File: config.mk
export PLATFORM = sky130hd
export DESIGN_NAME = stream_dot_matmul_flat
export DESIGN_NICKNAME = d
export VERILOG_FILES = /design/src/rtl/stream_dot_matmul_pkg.sv /design/src/rtl/stream_dot_matmul_if.sv /design/src/rtl/stream_dot_matmul_mac_sat.sv /design/src/rtl/stream_dot_matmul.sv /design/src/flat_wrapper.sv
export SDC_FILE = /design/constraint.sdc
export NUM_CORES = 1
export LEC_CHECK = 0
export CAP_MARGIN = 30
export CORE_AREA = 4 4 114 116
export DETAILED_ROUTE_END_ITERATION = 10
export DIE_AREA = 0 0 118 120
export PLACE_DENSITY_LB_ADDON = 0.15
export SETUP_SLACK_MARGIN = 0.2
export SLEW_MARGIN = 20
export SYNTH_ARGS = -nofsm -noshare
export SYNTH_HDL_FRONTEND = slang
export SYNTH_SLANG_ARGS = --single-unit
File: constraint.sdc
create_clock -name i_clk -period 6.24 [get_ports i_clk]
set_input_delay 0.936 -clock i_clk [delete_from_list [all_inputs] [get_ports i_clk]]
set_output_delay 0.936 -clock i_clk [all_outputs]
set_load 0.005 [all_outputs]
File: src/rtl/stream_dot_matmul_pkg.sv
// Shared types and helpers for the streaming dot-product matrix engine.
//   state_e   : FSM state encoding (IDLE / ACC / DRAIN)
//   fw_calc   : full-precision accumulator width for a DW x DW product summed K times
//   sat_clip  : clamp a wide signed value into the signed range of an OW-bit result
package stream_dot_matmul_pkg;

  typedef enum logic [1:0] {
    ST_IDLE  = 2'd0,
    ST_ACC   = 2'd1,
    ST_DRAIN = 2'd2
  } state_e;

  // Working width for saturation; wide enough for any practical FW.
  localparam int SAT_W = 64;

  function automatic int fw_calc(input int dw, input int k);
    return 2 * dw + $clog2(k);
  endfunction

  function automatic logic signed [SAT_W-1:0] sat_clip(input logic signed [SAT_W-1:0] sum,
                                                       input int ow);
    logic signed [SAT_W-1:0] hi;
    logic signed [SAT_W-1:0] lo;
    hi = (64'sd1 <<< (ow - 1)) - 64'sd1;
    lo = -(64'sd1 <<< (ow - 1));
    if (sum > hi)      return hi;
    else if (sum < lo) return lo;
    else               return sum;
  endfunction

endpackage

File: src/rtl/stream_dot_matmul_if.sv
// Operand / result stream bundle for stream_dot_matmul.
// Handshake: a transfer happens on a rising clock edge where valid && ready are
// both high; the sender holds its payload stable until that edge.
//   start            : one-cycle pulse, begin (or restart) a matrix
//   in_valid/in_ready: operand pair stream, payload a, b (signed DW)
//   out_valid/ready  : result stream, payload out_data (signed OW), qualified by
//                      out_last (final element of a matrix) and out_ovf (saturated)
// master = operand sequencer + result sink side, slave = the engine.
interface stream_dot_matmul_if #(
  parameter int DW = 8,
  parameter int OW = 17
);
  logic                 start;
  logic                 in_valid;
  logic                 in_ready;
  logic signed [DW-1:0] a;
  logic signed [DW-1:0] b;
  logic signed [OW-1:0] out_data;
  logic                 out_valid;
  logic                 out_ready;
  logic                 out_last;
  logic                 out_ovf;

  modport master (
    output start, in_valid, a, b, out_ready,
    input  in_ready, out_data, out_valid, out_last, out_ovf
  );

  modport slave (
    input  start, in_valid, a, b, out_ready,
    output in_ready, out_data, out_valid, out_last, out_ovf
  );
endinterface

File: src/rtl/stream_dot_matmul_mac_sat.sv
// Datapath of the engine: signed DWxDW multiply, FW-bit accumulate, OW saturation.
//   i_a, i_b    : signed operands
//   i_acc       : running partial sum
//   o_next_acc  : i_acc + i_a*i_b at full precision
//   o_result    : o_next_acc clamped to OW bits
//   o_ovf       : o_result differs from o_next_acc (clamping happened)
module mac_sat
  import stream_dot_matmul_pkg::*;
#(
  parameter int DW = 8,
  parameter int K  = 2,
  parameter int OW = 2 * DW + $clog2(K),
  localparam int FW = fw_calc(DW, K)
) (
  input  logic signed [DW-1:0] i_a,
  input  logic signed [DW-1:0] i_b,
  input  logic signed [FW-1:0] i_acc,
  output logic signed [FW-1:0] o_next_acc,
  output logic signed [OW-1:0] o_result,
  output logic                 o_ovf
);
  logic signed [2*DW-1:0]  w_prod;
  logic signed [FW-1:0]    w_sum;
  logic signed [SAT_W-1:0] w_wide;
  logic signed [SAT_W-1:0] w_clip;

  assign w_prod     = (2*DW)'(i_a) * (2*DW)'(i_b);
  assign w_sum      = i_acc + FW'(w_prod);
  assign o_next_acc = w_sum;

  assign w_wide   = SAT_W'(w_sum);
  assign w_clip   = sat_clip(w_wide, OW);
  assign o_result = w_clip[OW-1:0];
  // With OW == FW the clamp can never bite, so this stays 0.
  assign o_ovf    = (w_clip != w_wide);
endmodule

File: src/rtl/stream_dot_matmul.sv
// Streaming matrix-product engine. Each result element is the signed dot product
// of K accepted operand pairs; N_OUT elements make one matrix, the last flagged.
//   i_clk, i_rst : clock, synchronous active-high reset
//   if_bus       : operand/result streams and start pulse (slave side)
//   o_busy       : engine is not idle
//   o_state      : current FSM state, for observation
// A stalled output only blocks the pair that would complete the next element;
// START restarts from any state and drops a pending result.
module stream_dot_matmul
  import stream_dot_matmul_pkg::*;
#(
  parameter int DW    = 8,
  parameter int K     = 2,
  parameter int N_OUT = 4,
  parameter int OW    = 2 * DW + $clog2(K)
) (
  input  logic                  i_clk,
  input  logic                  i_rst,
  stream_dot_matmul_if.slave    if_bus,
  output logic                  o_busy,
  output state_e                o_state
);
  localparam int FW  = fw_calc(DW, K);
  localparam int KCW = $clog2(K);
  localparam int ECW = (N_OUT > 1) ? $clog2(N_OUT) : 1;

  state_e                r_state;
  state_e                w_state_next;
  logic signed [FW-1:0]  r_acc;
  logic [KCW-1:0]        r_k_cnt;
  logic [ECW-1:0]        r_e_cnt;
  logic signed [OW-1:0]  r_out;
  logic                  r_out_valid;
  logic                  r_out_last;
  logic                  r_out_ovf;

  logic                  w_in_ready;
  logic                  w_in_fire;
  logic                  w_out_fire;
  logic                  w_k_last;
  logic                  w_e_last;
  logic                  w_complete;
  logic signed [FW-1:0]  w_next_acc;
  logic signed [OW-1:0]  w_result;
  logic                  w_ovf;

  mac_sat #(.DW(DW), .K(K), .OW(OW)) u_mac (
    .i_a        (if_bus.a),
    .i_b        (if_bus.b),
    .i_acc      (r_acc),
    .o_next_acc (w_next_acc),
    .o_result   (w_result),
    .o_ovf      (w_ovf)
  );

  assign w_k_last   = (r_k_cnt == KCW'(K - 1));
  assign w_e_last   = (r_e_cnt == ECW'(N_OUT - 1));
  assign w_in_fire  = if_bus.in_valid && w_in_ready;
  assign w_out_fire = r_out_valid && if_bus.out_ready;
  assign w_complete = w_in_fire && w_k_last;

  always_comb begin
    w_state_next = r_state;
    w_in_ready   = 1'b0;
    case (r_state)
      ST_IDLE: begin
        if (if_bus.start) w_state_next = ST_ACC;
      end
      ST_ACC: begin
        // The completing pair must wait while the previous element is stuck.
        w_in_ready = !if_bus.start &&
                     !(r_out_valid && !if_bus.out_ready && w_k_last);
        if (!if_bus.start && w_complete && w_e_last) w_state_next = ST_DRAIN;
      end
      ST_DRAIN: begin
        if (if_bus.start)    w_state_next = ST_ACC;
        else if (w_out_fire) w_state_next = ST_IDLE;
      end
      default: w_state_next = ST_IDLE;
    endcase
  end

  always_ff @(posedge i_clk) begin
    if (i_rst) r_state <= ST_IDLE;
    else       r_state <= w_state_next;
  end

  always_ff @(posedge i_clk) begin
    if (i_rst) begin
      r_acc       <= '0;
      r_k_cnt     <= '0;
      r_e_cnt     <= '0;
      r_out       <= '0;
      r_out_valid <= 1'b0;
      r_out_last  <= 1'b0;
      r_out_ovf   <= 1'b0;
    end else if (if_bus.start) begin
      r_acc       <= '0;
      r_k_cnt     <= '0;
      r_e_cnt     <= '0;
      r_out_valid <= 1'b0;
      r_out_last  <= 1'b0;
      r_out_ovf   <= 1'b0;
    end else begin
      if (w_out_fire) r_out_valid <= 1'b0;
      // Placed after the clear so a newly completed element takes precedence.
      if (w_in_fire) begin
        if (w_k_last) begin
          r_out       <= w_result;
          r_out_valid <= 1'b1;
          r_out_last  <= w_e_last;
          r_out_ovf   <= w_ovf;
          r_acc       <= '0;
          r_k_cnt     <= '0;
          r_e_cnt     <= w_e_last ? '0 : r_e_cnt + ECW'(1);
        end else begin
          r_acc       <= w_next_acc;
          r_k_cnt     <= r_k_cnt + KCW'(1);
        end
      end
    end
  end

  assign if_bus.in_ready  = w_in_ready;
  assign if_bus.out_data  = r_out;
  assign if_bus.out_valid = r_out_valid;
  assign if_bus.out_last  = r_out_last;
  assign if_bus.out_ovf   = r_out_ovf;
  assign o_busy           = (r_state != ST_IDLE);
  assign o_state          = r_state;
endmodule

File: src/flat_wrapper.sv
// flat-port wrapper written by rule: the top's interface ports become plain ports
module stream_dot_matmul_flat import stream_dot_matmul_pkg::*;
#(
  parameter int DW    = 8,
  parameter int K     = 2,
  parameter int N_OUT = 4,
  parameter int OW    = 2 * DW + $clog2(K)
)
  (i_clk, i_rst, o_busy, o_state, if_bus_start, if_bus_in_valid, if_bus_a, if_bus_b, if_bus_out_ready, if_bus_in_ready, if_bus_out_data, if_bus_out_valid, if_bus_out_last, if_bus_out_ovf);
  stream_dot_matmul_if #(.DW(DW), .OW(OW)) if_bus_i ();
  input  logic i_clk;
  input  logic i_rst;
  output logic o_busy;
  output state_e o_state;
  input wire logic [$bits(if_bus_i.start)-1:0] if_bus_start;
  input wire logic [$bits(if_bus_i.in_valid)-1:0] if_bus_in_valid;
  input wire logic [$bits(if_bus_i.a)-1:0] if_bus_a;
  input wire logic [$bits(if_bus_i.b)-1:0] if_bus_b;
  input wire logic [$bits(if_bus_i.out_ready)-1:0] if_bus_out_ready;
  output wire logic [$bits(if_bus_i.in_ready)-1:0] if_bus_in_ready;
  output wire logic [$bits(if_bus_i.out_data)-1:0] if_bus_out_data;
  output wire logic [$bits(if_bus_i.out_valid)-1:0] if_bus_out_valid;
  output wire logic [$bits(if_bus_i.out_last)-1:0] if_bus_out_last;
  output wire logic [$bits(if_bus_i.out_ovf)-1:0] if_bus_out_ovf;
  assign if_bus_i.start = if_bus_start;
  assign if_bus_i.in_valid = if_bus_in_valid;
  assign if_bus_i.a = if_bus_a;
  assign if_bus_i.b = if_bus_b;
  assign if_bus_i.out_ready = if_bus_out_ready;
  assign if_bus_in_ready = if_bus_i.in_ready;
  assign if_bus_out_data = if_bus_i.out_data;
  assign if_bus_out_valid = if_bus_i.out_valid;
  assign if_bus_out_last = if_bus_i.out_last;
  assign if_bus_out_ovf = if_bus_i.out_ovf;
  stream_dot_matmul #(.DW(DW), .K(K), .N_OUT(N_OUT), .OW(OW)) u_core (.i_clk(i_clk), .i_rst(i_rst), .if_bus(if_bus_i), .o_busy(o_busy), .o_state(o_state));
endmodule
# Yosys cells after proc, flatten, opt, wreduce, memory -nomap -nowiden
# Cells that the tools add are included.
# word_totals
regBits,42
latchBits,0
mem_bits_rw,0
rom_bits,0
in_bits,21
output_inout_bits,24
word_cells,53
mem_count,0
# op_classes
n_addsub,3
mul,1
div,0
order_cmp,2
n_eq_ne,7
shifts,0
mux,14
bitwise_logic,1
reduce_logical,17
# op_table
cell,count
64-bit 2-to-1 mux,2
64-bit by 17-bit inequality test with 1-bit output,1
17-bit by 16-bit adder with 17-bit output,1
17-bit > comparator (second input constant),1
17-bit < comparator (second input constant),1
17-bit 2-to-1 mux,1
8-bit by 8-bit multiplier with 16-bit output,1
2-bit 2-to-1 mux,5
1-bit logical AND,8
2-bit case mux with 3 select lines,1
3-bit AND reduction,2
1-bit 2-to-1 mux,5
2-bit equality test (second input constant),2
1-bit logical NOT,3
3-bit by 2-bit inequality test with 1-bit output (second input constant),1
2-bit by 1-bit adder with 2-bit output (second input constant),1
2-bit by 1-bit equality test with 1-bit output (second input constant),1
2-bit logical NOT,1
2-bit by 1-bit inequality test with 1-bit output (second input constant),1
2-bit inequality test (second input constant),1
2-bit AND reduction,1
2-bit nonzero test,1
2-bit OR reduction,1
1-bit adder (second input constant),1
1-bit NOT,1

# Longest topological paths before layout
# logic_depth
word_depth,12
mapped_depth,19
mapped_depth_nobuf,18

# Modules after synthesis
# A second synthesis with hierarchy kept.
# hier_totals
hier_cells,546
area_unflattened_um2,5061.1
# by_module_without_submodules
module,n_inst,cells_each,area_per_inst_um2
mac_sat,1,343,3214.3
stream_dot_matmul,1,203,1846.8

# Least setup slack after synthesis
# No wires, ideal clock.
# synth_timing
kind,in2reg
start,input if_bus_b[0]
end,"register u_core.r_out[15], in the netlist u_core.if_bus.out_data[15]"
setup_ps,103
arrival_ps,5347
required_ps,6137
setup_slack_ps,789
cell_stages,15
n_path_buf,0
path_cell_list,and2_1 > inv_1 > fa_1 > inv_1 > fa_1 > fa_1 > fa_1 > fa_1 > ha_1 > a21o_2 > a21oi_2 > o221a_4 > o31ai_2 > nor3_1 > a2111oi_2
# synth_between
elab_chain_len,5
# synth_rtl
item,line_no,text
"start, declared",flat_wrapper.sv:18,input wire logic [$bits(if_bus_i.b)-1:0] if_bus_b;
8-bit by 8-bit multiplier with 16-bit output *,stream_dot_matmul_mac_sat.sv:27,assign w_prod = (2*DW)'(i_a) * (2*DW)'(i_b);
17-bit by 16-bit adder with 17-bit output *,stream_dot_matmul_mac_sat.sv:28,assign w_sum = i_acc + FW'(w_prod);
17-bit < comparator,stream_dot_matmul_pkg.sv:27,else if (sum < lo) return lo;
64-bit 2-to-1 mux,stream_dot_matmul_pkg.sv:27,
64-bit 2-to-1 mux *,stream_dot_matmul_pkg.sv:26,if (sum > hi) return hi;
"end signal, assigned",stream_dot_matmul.sv:109,r_out <= w_result;
"end, declared",stream_dot_matmul.sv:32,logic signed [OW-1:0] r_out;
# Mark *: on every way between the ends. The rest lies on a longest branch, timed or not.
# A chain may end at the register's enable or synchronous reset.

# Final worst setup path
# layout_timing
start,input if_bus_a[7]
end,register u_core.r_acc[15]
# layout_between
elab_chain_len,3
# layout_rtl
item,line_no,text
"start, declared",flat_wrapper.sv:17,input wire logic [$bits(if_bus_i.a)-1:0] if_bus_a;
8-bit by 8-bit multiplier with 16-bit output,stream_dot_matmul_mac_sat.sv:27,
17-bit by 16-bit adder with 17-bit output,stream_dot_matmul_mac_sat.sv:28,
17-bit 2-to-1 mux,stream_dot_matmul.sv:108,if (w_k_last) begin
"end signal, assigned",stream_dot_matmul.sv:117,r_acc <= w_next_acc;
"end, declared",stream_dot_matmul.sv:29,logic signed [FW-1:0] r_acc;
# Every way passes these cells.

==> metrics.md <==
| Metric | Value |
|---|---|
| Status | finished, final reports clean |
| Leak | 2.52 nW |
| Worst path required time | 6470 ps |
| Syn. warnings | 0 |
| Worst-Skew Late Latency | 280 ps |
| Syn_area_per_cell | 9.35 um2 |
| Vias in the first global route | 3658 |
| Core area | 11900 um2 |
| Hold Crit Class | reg -> reg |
| Worst-Margin Slew | 864 ps |
| Root Driver | clkbuf_16 |
| Slowest-stage cell, CP | fa_1 |
| Flop pwr share | 12.9% |
| Antenna Nets Post-Route | 0 |
| Hold path startpoint | u_core.if_bus.out_data[1] |
| Area leader, netlist | fa_1 |
| Worst Setup SP | if_bus_a[7] |
| Clock Power Share | 15.0% |
| Pin count of the biggest net entering global routing | 26 |
| FP Rows | 40 |
| CP Launch Type | primary input |
| Routed WL | 9980 um |
| Share of cells above drive strength 1 | 6.18% |
| Area delta synth->final | 18.1% |
| Mapped Area | 4680 um2 |
| Crit path largest cell delay | 640 ps |
| Post-synth EDFFs | 0 |
| Syn Inst Count | 501 |
| Post-place instance area | 5330 um2 |
| Internal Power | 0.00121 W |
| Synth cell types | 51 |
| Worst EP arrival | 6000 ps |
| Dpl hpwl | 8600 um |
| Hold_buf cts | 0 |
| Synthesis-stage register bit count | 42 |
| CTS buffer count | 5 |
| Die area | 14200 um2 |
| Max Fclk | 173 MHz |
| Sw frac | 46.4% |
| # DRC | 0 |
| Sw Pwr | 0.00105 W |
| Sequential area share after synthesis | 17.9% |
| Initial antenna violation count | 0 |
| Most frequent cell after synthesis | inv_1 |
| Main synth FF type | dfxtp_1 |
| RSZ-0062 raised after global routing | false |
| CTS Buffer Depth | 2 |
| Most used cell, CP | fa_1 |
| Synth area leaders | fa_1 (32%), dfxtp_1 (18%), ha_1 (11%) |
| Post-synth top cells | inv_1 (88), fa_1 (76), nand2_1 (49) |
| Worst Setup End Kind | register |
| Tcrit/Tclk final | 92.5% |
| First DRT Iteration DRCs | 118 |
| Final Wtd Congestion | 0.747 |
| MaxCap Viol Count | 0 |
| PwrDens | 409 nW/um2 |
| Clock sink total | 42 |
| Worst hold stages | 2 |
| Final Net Count | 686 |
| Vias | 3417 |
| Skew final | 4.76 ps |
| GRT overflow | 0 |
| Slew Viols, Final | 0 |
| Final Cell Area | 5530 um2 |
| Final Hold Fails | 0 |
| Clk slew on worst S/H paths | 60 ps |
| Initial DRT Pass Iterations | 4 |
| Setup violations, final | 0 |
| Crit path cell chain | clkdlybuf4s50_1, and2_1, fa_1, inv_1, fa_1, inv_1, fa_1, fa_1, ha_1, ha_1, or2_2, a21oi_1, nor4b_1, a21oi_1, o22ai_1, a31o_1 |
| Worst R2R Start | u_core.r_acc[4] |
| Gr usage total | 15.4% |
| Peak VDD IR | 0.251 mV |
| Post-CTS setup buffer count | 0 |
| Post-synth net total | 638 |
| Die Y-Extent | 120 um |
| Async SR Flop Fraction | 0% |
| Logic pwr share | 72.2% |
| CTS tree | built |
| Vias/cell | 4.90 |
| Die W | 118 um |
| First-pass GRT wire length | 18200 um |
| Setup TNS Final | 0 ps |
| I/O Buffers | 44 |
| Initial Util | 39.3% |
| Post-cts sizing count | 0 |
| Share of the synthesized area in the top cell type | 32.5% |
| H-tree levels | 2 |
| Min Tclk post-route | 5770 ps |
| Max_slew headroom | 42.2% |
| Number of antenna diodes | 0 |
| DR WL/cell | 14.3 um |
| Crit Path Max Fanout | 8 |
| Num ports | 45 |
| Worst Reg-to-Reg Cells | 18 |
| CP Class | in -> reg |
logic make-up after synthesis:
kind of cell	synth area share, %
xor gates and xnor gates	3.93
buffers and inverters	8.49
adders and majority gates	43.2
and+or+nand+nor	16.2
AOI/OAI and AO/OA	10.1
muxes	0.214
DFF	17.9
cell usage in the layout, fill, tap and decap left out, drive strengths merged, types with 11 or more instances in the layout:
cell | netlist | layout
xnor2 | 18 | 18
dfxtp | 42 | 42
and2 | 33 | 33
nand2 | 49 | 49
inv | 88 | 88
a21oi | 33 | 33
fa | 76 | 76
clkdlybuf4s50 | 0 | 43
nor2 | 34 | 34
ha | 40 | 40
buf | 7 | 11
critical path, delay by kind of cell:
family	cells	cell delay, ps
buffers and inverters	3	760
AO/OA/AOI/OAI	4	650
adder cells (fa/ha/maj)	6	2790
AND/OR/NAND/NOR	3	850
worst paths after layout:
kind	slack (ps)	end
hold / removal	460	u_core.if_bus.out_data[1]
setup reg to reg	1620	u_core.r_acc[16]
setup / recovery	470	u_core.r_acc[15]
hold reg to reg	460	u_core.if_bus.out_data[1]
layer usage:
metal / up-vias / track usage, % / share of wire, %
met5: - / 0 / 0
met4: 0 / 2.42 / 0.76
met3: 7 / 2.07 / 2.7
met2: 39 / 27.1 / 51
met1: 1693 / 20.7 / 45
li1: 1678 / - / -
per-stage QoR:
step / utilization, % / total power [W] / instances / setup WS [ps] / hold WS [ps]
after CTS: 46.4 / 0.00230 / 697 / 408 / 459
after global placement: 44.7 / 0.00193 / 689 / 174 / 448
final: 46.4 / 0.00226 / 697 / 468 / 456
after floorplan: - / 0.00156 / 501 / 789 / 440
after detailed placement: 44.7 / 0.00195 / 689 / 110 / 450
after global routing: 46.4 / 0.00253 / 697 / 208 / 482
area by class of cell:
type | instances | area (um2)
Tap cell | 147 | 184
Timing Repair Buffer | 55 | 526
Fill cell | 1166 | 6380
Multi-Input combinational cell | 356 | 3450
Clock inverter | 3 | 68.8
Sequential cell | 42 | 841
Inverter | 89 | 334
Clock buffer | 5 | 125
power groups by stage:
stage | clock, W | sequential [W] | combinational (W)
2_1_floorplan | 0 | 0.000293 | 0.00126
3_3_place_gp | 0 | 0.000298 | 0.00163
3_5_place_dp | 0 | 0.000298 | 0.00165
4_1_cts | 0.000347 | 0.000292 | 0.00166
5_1_grt | 0.000357 | 0.000293 | 0.00188
6_report | 0.000339 | 0.000291 | 0.00163
flip-flops by register name (all words and copies together) (netlist names):
signal,count
u_core.if_bus.out_data,17
u_core.if_bus.out_ovf,1
u_core.r_e_cnt,2
u_core.if_bus.out_last,1
u_core.r_k_cnt,1
u_core.if_bus.out_valid,1
u_core.o_state,2
u_core.r_acc,17
(Power assumes the default switching activity.)
